`src/rtl/mips_mem_pkg.sv`:
```
// Shared opcodes, FSM state type and opcode classification helpers for the
// MIPS memory-access stage.
package mips_mem_pkg;

   localparam int unsigned OPCODE_W = 6;

   localparam logic [OPCODE_W-1:0] OP_LB  = 6'h20;
   localparam logic [OPCODE_W-1:0] OP_LH  = 6'h21;
   localparam logic [OPCODE_W-1:0] OP_LWL = 6'h22;
   localparam logic [OPCODE_W-1:0] OP_LW  = 6'h23;
   localparam logic [OPCODE_W-1:0] OP_LBU = 6'h24;
   localparam logic [OPCODE_W-1:0] OP_LHU = 6'h25;
   localparam logic [OPCODE_W-1:0] OP_LWR = 6'h26;
   localparam logic [OPCODE_W-1:0] OP_SB  = 6'h28;
   localparam logic [OPCODE_W-1:0] OP_SH  = 6'h29;
   localparam logic [OPCODE_W-1:0] OP_SW  = 6'h2B;

   typedef enum logic [1:0] {IDLE, READ, WRITE, DONE} state_t;

   function automatic logic is_load(input logic [OPCODE_W-1:0] opcode);
      return (opcode == OP_LB)  || (opcode == OP_LH)  || (opcode == OP_LWL) ||
             (opcode == OP_LW)  || (opcode == OP_LBU) || (opcode == OP_LHU) ||
             (opcode == OP_LWR);
   endfunction

   function automatic logic is_store(input logic [OPCODE_W-1:0] opcode);
      return (opcode == OP_SB) || (opcode == OP_SH) || (opcode == OP_SW);
   endfunction

   // Halfwords may not straddle the word; whole words must be word aligned.
   function automatic logic is_misaligned(input logic [OPCODE_W-1:0] opcode,
                                          input logic [1:0]          offset);
      logic half, word;
      half = (opcode == OP_LH) || (opcode == OP_LHU) || (opcode == OP_SH);
      word = (opcode == OP_LW) || (opcode == OP_SW);
      return (half && (offset == 2'd3)) || (word && (offset != 2'd0));
   endfunction

endpackage

```
`src/rtl/load_aligner.sv`:
```
// Combinational load-data aligner: extracts, extends or merges the bus word
// into a register-ready value according to the load opcode and byte offset.
module load_aligner
   import mips_mem_pkg::*;
(
   input  logic [OPCODE_W-1:0] opcode,
   input  logic [1:0]          byte_offset,
   input  logic [31:0]         readdata,
   input  logic [31:0]         rt_old,
   output logic [31:0]         result
);

   logic [4:0]  low_sh;
   logic [4:0]  lwl_sh;
   logic [31:0] shifted;

   always_comb begin
      low_sh  = 5'({byte_offset, 3'b000});
      lwl_sh  = 5'({~byte_offset, 3'b000});
      shifted = readdata >> low_sh;
      result  = readdata;
      unique case (opcode)
         OP_LB:   result = {{24{shifted[7]}}, shifted[7:0]};
         OP_LBU:  result = {24'h0, shifted[7:0]};
         OP_LH:   result = {{16{shifted[15]}}, shifted[15:0]};
         OP_LHU:  result = {16'h0, shifted[15:0]};
         OP_LWL:  result = (readdata << lwl_sh) | (rt_old & ~(32'hFFFF_FFFF << lwl_sh));
         OP_LWR:  result = shifted | (rt_old & ~(32'hFFFF_FFFF >> low_sh));
         default: result = readdata;
      endcase
   end

endmodule

```
`src/rtl/mem_access_unit.sv`:
```
// Memory stage: one Avalon-MM read/write per load/store with aligned load results.
// Optional macro MEM_ALIGN_CHECK_EN suppresses misaligned accesses and flags addr_error.
module mem_access_unit
   import mips_mem_pkg::*;
#(
   parameter int unsigned ADDR_W = 32,
   parameter int unsigned DATA_W = 32
) (
   input  logic              clk,
   input  logic              reset,
   input  logic              start,
   input  logic [31:0]       instruction,
   input  logic [ADDR_W-1:0] address,
   input  logic [1:0]        byte_offset,
   input  logic [3:0]        byteenable,
   input  logic [DATA_W-1:0] store_data,
   input  logic [DATA_W-1:0] rt_old,
   output logic              busy,
   output logic              done,
   output logic [DATA_W-1:0] load_result,
   output logic              addr_error,
   output logic [ADDR_W-1:0] avm_address,
   output logic              avm_read,
   output logic              avm_write,
   output logic [DATA_W-1:0] avm_writedata,
   output logic [3:0]        avm_byteenable,
   input  logic [DATA_W-1:0] avm_readdata,
   input  logic              avm_waitrequest
);

   state_t state_q, state_d;

   logic [OPCODE_W-1:0] opcode_in;
   logic [OPCODE_W-1:0] opcode_q;
   logic [1:0]          offset_q;
   logic [DATA_W-1:0]   rt_old_q;
   logic                accept;
   logic                misaligned;
   logic [DATA_W-1:0]   lane_data;
   logic [DATA_W-1:0]   aligned;
   logic [25:0]         unused_instr;

   assign opcode_in    = instruction[31:26];
   assign unused_instr = instruction[25:0];

   // Next state, start acceptance and lane-replicated store data
   always_comb begin
      state_d    = state_q;
      accept     = 1'b0;
      misaligned = 1'b0;
      lane_data  = store_data;
`ifdef MEM_ALIGN_CHECK_EN
      misaligned = is_misaligned(opcode_in, byte_offset);
`endif
      unique case (opcode_in)
         OP_SB:   lane_data = {4{store_data[7:0]}};
         OP_SH:   lane_data = {2{store_data[15:0]}};
         default: lane_data = store_data;
      endcase
      unique case (state_q)
         IDLE: begin
            if (start) begin
               accept = 1'b1;
               if (misaligned)               state_d = DONE;
               else if (is_load(opcode_in))  state_d = READ;
               else if (is_store(opcode_in)) state_d = WRITE;
               else                          state_d = DONE;
            end
         end
         READ:    if (!avm_waitrequest) state_d = DONE;
         WRITE:   if (!avm_waitrequest) state_d = DONE;
         DONE:    state_d = IDLE;
         default: state_d = IDLE;
      endcase
   end

   load_aligner u_load_aligner (
      .opcode      (opcode_q),
      .byte_offset (offset_q),
      .readdata    (avm_readdata),
      .rt_old      (rt_old_q),
      .result      (aligned)
   );

   // State register and registered outputs decoded from the next state
   always_ff @(posedge clk or posedge reset) begin
      if (reset) begin
         state_q        <= IDLE;
         opcode_q       <= '0;
         offset_q       <= '0;
         rt_old_q       <= '0;
         busy           <= 1'b0;
         done           <= 1'b0;
         load_result    <= '0;
         addr_error     <= 1'b0;
         avm_address    <= '0;
         avm_read       <= 1'b0;
         avm_write      <= 1'b0;
         avm_writedata  <= '0;
         avm_byteenable <= '0;
      end else begin
         state_q    <= state_d;
         busy       <= (state_d == READ) || (state_d == WRITE);
         done       <= (state_d == DONE);
         avm_read   <= (state_d == READ);
         avm_write  <= (state_d == WRITE);
         addr_error <= accept && misaligned;
         if (accept) begin
            opcode_q       <= opcode_in;
            offset_q       <= byte_offset;
            rt_old_q       <= rt_old;
            avm_address    <= address;
            avm_byteenable <= byteenable;
            avm_writedata  <= lane_data;
         end
         if ((state_q == READ) && !avm_waitrequest)
            load_result <= aligned;
      end
   end

endmodule

```
`config.mk`:
```
export PLATFORM = sky130hd
export DESIGN_NAME = mem_access_unit
export DESIGN_NICKNAME = d
export VERILOG_FILES = /design/src/rtl/mips_mem_pkg.sv /design/src/rtl/load_aligner.sv /design/src/rtl/mem_access_unit.sv
export SDC_FILE = /design/constraint.sdc
export NUM_CORES = 1
export LEC_CHECK = 0
export ABC_AREA = 1
export CAP_MARGIN = 10
export CORE_MARGIN = 5
export CORE_UTILIZATION = 45
export DETAILED_ROUTE_END_ITERATION = 6
export PLACE_DENSITY_LB_ADDON = 0.15
export SYNTH_ARGS = -nofsm -noshare
export SYNTH_HDL_FRONTEND = slang
export SYNTH_SLANG_ARGS = --single-unit
```
`constraint.sdc`:
```
create_clock -name clk -period 5.9 [get_ports clk]
set_input_delay 0.885 -clock clk [delete_from_list [all_inputs] [get_ports clk]]
set_output_delay 0.885 -clock clk [all_outputs]
set_load 0.05 [all_outputs]
```
### Yosys cells after proc, flatten, opt, wreduce, memory -nomap -nowiden

Index checks and enable logic that the tools add are counted.

| operators by class | value |
|---|---|
| eq/ne operators | 22 |
| shift operators | 4 |
| mux-type cells | 9 |
| bitwise gates (word level) | 7 |
| reductions and logical operators | 13 |

Operator list:

| kind | count |
|---|---|
| 32-bit case mux with 6 select lines | 1 |
| 6-bit equality test (second input constant) | 16 |
| 32-bit AND | 2 |
| 32-bit NOT | 2 |
| 32-bit OR | 2 |
| 32-bit case mux with 2 select lines | 1 |
| 32-bit by 5-bit left shift with 32-bit output | 1 |
| 32-bit by 5-bit left shift with 32-bit output (first input constant) | 1 |
| 32-bit by 5-bit right shift with 32-bit output | 1 |
| 32-bit by 5-bit right shift with 32-bit output (first input constant) | 1 |
| 1-bit logical OR | 9 |
| 2-bit equality test (second input constant) | 4 |
| 2-bit 2-to-1 mux | 3 |
| 2-bit case mux with 3 select lines | 1 |
| 2-bit by 1-bit equality test with 1-bit output (second input constant) | 2 |
| 1-bit 2-to-1 mux | 3 |
| 2-bit zero test | 1 |
| 2-bit NOT | 1 |
| 2-bit OR reduction | 1 |
| 1-bit logical AND | 1 |
| 1-bit zero test | 1 |

| word-level totals | value |
|---|---|
| bits in registers | 146 |
| logic and storage cells | 67 |

### Longest topological paths before layout

| logic depth | value |
|---|---|
| depth in word-level cells | 12 |
| mapped depth | 13 |

### Cells and area by module

Synthesis repeated with hierarchy kept, for this count alone.

| second synthesis, totals | value |
|---|---|
| cells, all modules | 1,124 |
| area total of the unflattened synthesis | 8,125.3 um^2 |

By module, submodules not included:

| module | times used | cells an instance | area each (um^2) |
|---|---|---|---|
| mem_access_unit | 1 | 659 | 6,010.8 |
| load_aligner | 1 | 465 | 2,114.5 |

### Least setup slack after synthesis

OpenSTA, ideal clock, no wires.

| path | value |
|---|---|
| path type | input port to flip-flop |
| start | in instruction[27] |
| end | reg busy |
| setup time | 0.113 ns |
| data arrival time | 1.949 ns |
| data required time | 5.787 ns |
| setup slack | 3.839 ns |
| stages | 7 |
| path buffers | 1 |
| path through | inv_1 -> clkbuf_1 -> o211ai_1 -> a21oi_1 -> inv_1 -> ha_1 -> inv_1 |

| on the way | value |
|---|---|
| cells in the longest elaborated chain, start to end | 12 |
| elaborated cells on any way between the ends | 25 |
| classes of those cells | 12 x eq/ne; 4 x mux; 9 x reduce/logical |

Ends and longest elaborated chain:

| item | RTL line | text |
|---|---|---|
| from (decl) | mem_access_unit.sv:12 | `input logic [31:0] instruction,` |
| 6-bit equality test | mips_mem_pkg.sv:21 | `return (opcode == OP_LB) \|\| (opcode == OP_LH) \|\| (opcode == OP_LWL) \|\|` |
| 1-bit logical OR (3 in a row) | mips_mem_pkg.sv:21 |  |
| 1-bit logical OR (3 in a row) | mips_mem_pkg.sv:22 | `(opcode == OP_LW) \|\| (opcode == OP_LBU) \|\| (opcode == OP_LHU) \|\|` |
| 2-bit 2-to-1 mux (*) | mem_access_unit.sv:65 | `else if (is_load(opcode_in)) state_d = READ;` |
| 2-bit 2-to-1 mux (*) | mem_access_unit.sv:62 | `if (start) begin` |
| 2-bit case mux with 3 select lines (*) | mem_access_unit.sv:60 | `unique case (state_q)` |
| 2-bit by 1-bit equality test with 1-bit output / 2-bit equality test (equally long branches) | mem_access_unit.sv:103 | `busy <= (state_d == READ) \|\| (state_d == WRITE);` |
| 1-bit logical OR (*) | mem_access_unit.sv:103 |  |
| to (signal assigned) | mem_access_unit.sv:103 |  |
| to (decl) | mem_access_unit.sv:18 | `output logic busy,` |

Every way passes the cells marked *; elsewhere a longest branch is shown, timed or not.
A chain may end at the register's enable or synchronous reset.

### Worst setup path after layout

| path | value |
|---|---|
| start | reg opcode_q[1] |
| end | reg load_result[9] |

| on the way | value |
|---|---|
| cells in the longest elaborated chain, start to end | 2 |
| elaborated cells on any way between the ends | 7 |
| classes of those cells | 6 x eq/ne; 1 x mux |

Ends and longest elaborated chain:

| item | RTL line | text |
|---|---|---|
| from (decl) | mem_access_unit.sv:34 | `logic [OPCODE_W-1:0] opcode_q;` |
| from (signal assigned) | mem_access_unit.sv:109 | `opcode_q <= opcode_in;` |
| 6-bit equality test | load_aligner.sv:22 | `unique case (opcode)` |
| 32-bit case mux with 6 select lines (*) | load_aligner.sv:22 |  |
| to (signal assigned) | mem_access_unit.sv:117 | `load_result <= aligned;` |
| to (decl) | mem_access_unit.sv:20 | `output logic [DATA_W-1:0] load_result,` |

Marks and branches as above.

==> metrics.md <==
| Metric | Value |
|---|---|
| Outcome | `finished clean` |
| Synth cell types | `26` |
| Commonest non-fill, non-tap cell in the layout | `nand2_1` |
| # diodes | `0` |
| Layout cells sized above 1 | `0.0496` |
| Die area | `20600 um2` |
| Max stage delay on crit path | `0.71 ns` |
| Syn Area/Cell | `6.78 um2` |
| Hold Crit Class | `register to register` |
| Synth Flop Type | `dfrtp_1` |
| Cell accounting for the most synthesized area | `dfrtp_1` |
| Clk root buf | `clkbuf_16` |
| Post-Syn Area | `8030 um2` |
| CP bufs+invs | `2` |
| RSZ-0062 raised after global routing | `false` |
| Placed cell area | `10600 um2` |
| CP max stage cell | `nand3_2` |
| Cells after Synth | `1184` |
| Port bufs | `247` |
| Max cap viols | `0` |
| All-Layer GR Usage | `0.264` |
| Crit path required time | `6.26 ns` |
| Top-area cell type share of the netlist area | `0.455` |
| Clk buf depth | `2` |
| Number of enable-type register cells in the synthesized netlist | `0` |
| Slew margin rel. | `0.290` |
| Routed vias/inst | `5.09` |
| Fin worst setup slack | `3.02 ns` |
| Seq/Total Area, Yosys | `0.455` |
| Fin crit share | `0.488` |
| Largest net degree at the start of global routing | `117` |
| Starting DRT DRC Count | `597` |
| Area Overhead vs Synth | `40.0%` |
| CTS Hold Bufs | `0` |
| Final worst path period need | `2.88 ns` |
| Post-CTS sizing | `0` |
| Synth top area cells | `dfrtp_1 (46%), nand2_1 (26%), nand3_1 (5.7%), nor2_1 (5.1%), inv_1 (3.9%)` |
| Initial Utilization | `0.461` |
| R2R depth | `9` |
| Power Density | `602 nW/um2` |
| Critical path type | `register to register` |
| Pleak | `5.54 nW` |
| Detailed-placement wirelength estimate | `19.2 mm` |
| Grt total ovfl | `0` |
| GP Congestion | `0.930` |
| Worst-Skew Late Latency | `0.42 ns` |
| Syn. warnings | `0` |
| Vias in the first global route | `8120` |
| Worst vdd ir | `0.358 mV` |
| First-pass GRT wire length | `42.7 mm` |
| Fin Hold WS | `0.476 ns` |
| FMAX | `0.347 GHz` |
| Place WS | `2.85 ns` |
| Final design instance area without fill | `11200 um2` |
| CP startpoint kind | `register` |
| CTS buffer count | `17` |
| Critical path depth in cells | `9` |
| Final Max Tran Viols | `0` |
| TritonCTS Sinks | `146` |
| Critical-path cell list | `inv_2, nor2_2, nand3_1, nand3_2, inv_2, nor2_1, nand2_1, nand2_1, nand2_1` |
| Core area | `17400 um2` |
| Synth Net Count | `1360` |
| Worst-path clk slew | `0.06 ns` |
| Final setup viols | `0` |
| WL final | `27.4 mm` |
| Commonest non-fill, non-tap cells in the layout | `nand2_1 (553), clkdlybuf4s50_1 (247), dfrtp_1 (146)` |
| Final hold violations | `0` |
| DRC Markers | `0` |
| Register bit total from synthesis | `146` |
| Worst Skew | `0.00891 ns` |
| Worst slew pin tran | `1.07 ns` |
| Hold path depth | `2` |
| Num rows | `48` |
| H-tree depth | `4` |
| Initial antenna violation count | `3` |
| Arrival @ worst endpoint | `3.24 ns` |
| # IOs | `275` |
| Total Neg Setup Slack | `0 ns` |
| ANT nets after route | `0` |
| CP max FO | `25` |
| Most used cell, CP | `nand2_1` |
| Vias after detailed routing | `8328` |
| WL/cell | `16.8 um` |
| First drt pass iteration count | `5` |
| CP top delay family | `simple AND/OR/NAND/NOR gates` |
| CTS tree | `done` |
| Die Y-Extent | `144 um` |
| Setup repair bufs after CTS | `0` |
| FFs w/ async S/R, synth | `1.00` |
| # nets final | `1576` |
| Die width | `144 um` |
| Crit path capture type | `register` |
## kinds of logic after synthesis
| kind of cell | Yosys count | synth area share |
|---|---|---|
| other | 1 | 0.000467 |
| adder cells (fa/ha/maj) | 6 | 0.00935 |
| AND/OR/NAND/NOR | 773 | 0.389 |
| flip-flops | 146 | 0.455 |
| buffers and inverters | 150 | 0.0776 |
| AO/OA/AOI/OAI | 108 | 0.0684 |
## power breakdown
group | switching (W) | leakage [nW] | internal [W]
Combinational | 0.00263 | 3.43 | 0.00116
Sequential | 0.000275 | 1.78 | 0.00148
Clock | 0.000427 | 0.322 | 0.000793
## through the flow
stage	util	power, W	instances
6_report	0.645	0.00677	1637
5_1_grt	0.645	0.00720	1637
4_1_cts	0.645	0.00679	1637
3_5_place_dp	0.607	0.00554	1606
3_3_place_gp	0.607	0.00549	1606
2_1_floorplan	-	0.00431	1184
## layer usage
layer  vias up  wire length [um]  GRT usage
met5         -                30          0
met4         6               862     0.0981
met3        62              3070     0.0975
met2       406             12400      0.414
met1      3785             11000      0.337
li1       4069                 -          -
## sequential cells by signal, summed over array words and instances, names as in the netlist, named ones only
register and flops:
avm_write 1, opcode_q 6, state_q 1, avm_address 32, rt_old_q 32, avm_byteenable 4
load_result 32, avm_read 1, avm_writedata 32, done 1, busy 1, offset_q 2
## synthesized netlist by cell type (6+ instances only)
library cell	count
o21ai_0	42
inv_1	84
nor2_1	108
a21oi_1	59
nand3_1	91
nor2_4	6
ha_1	6
nand2_1	554
buf_4	6
clkbuf_1	23
dfrtp_1	146
inv_2	8
buf_2	22
## worst register-to-register path: cells and delay by family (launching register included)
family	cells	cell delay, ns
flip-flops	1	0.43
AND/OR/NAND/NOR	7	1.65
buffers and inverters	2	0.74
## cell type report
type,instances,area (um2)
multi-input cells,888,3750
inverters,93,359
flip-flops and latches,146,3650
clock buffers,22,484
fillers,1570,6180
clock inverters,9,176
well taps,225,282
repair buffers,254,2520
## final timing paths
path                        startpoint               to  slack, ns
setup / recovery           opcode_q[1]   load_result[9]       3.02
hold / removal             rt_old_q[5]      rt_old_q[5]       0.48
setup reg to reg           opcode_q[1]   load_result[9]       3.02
hold reg to reg            rt_old_q[5]      rt_old_q[5]       0.48
max in group asynchronous        reset  avm_address[31]       3.74
min in group asynchronous        reset  avm_address[23]       1.12
Power figures use the tool's default switching activity.
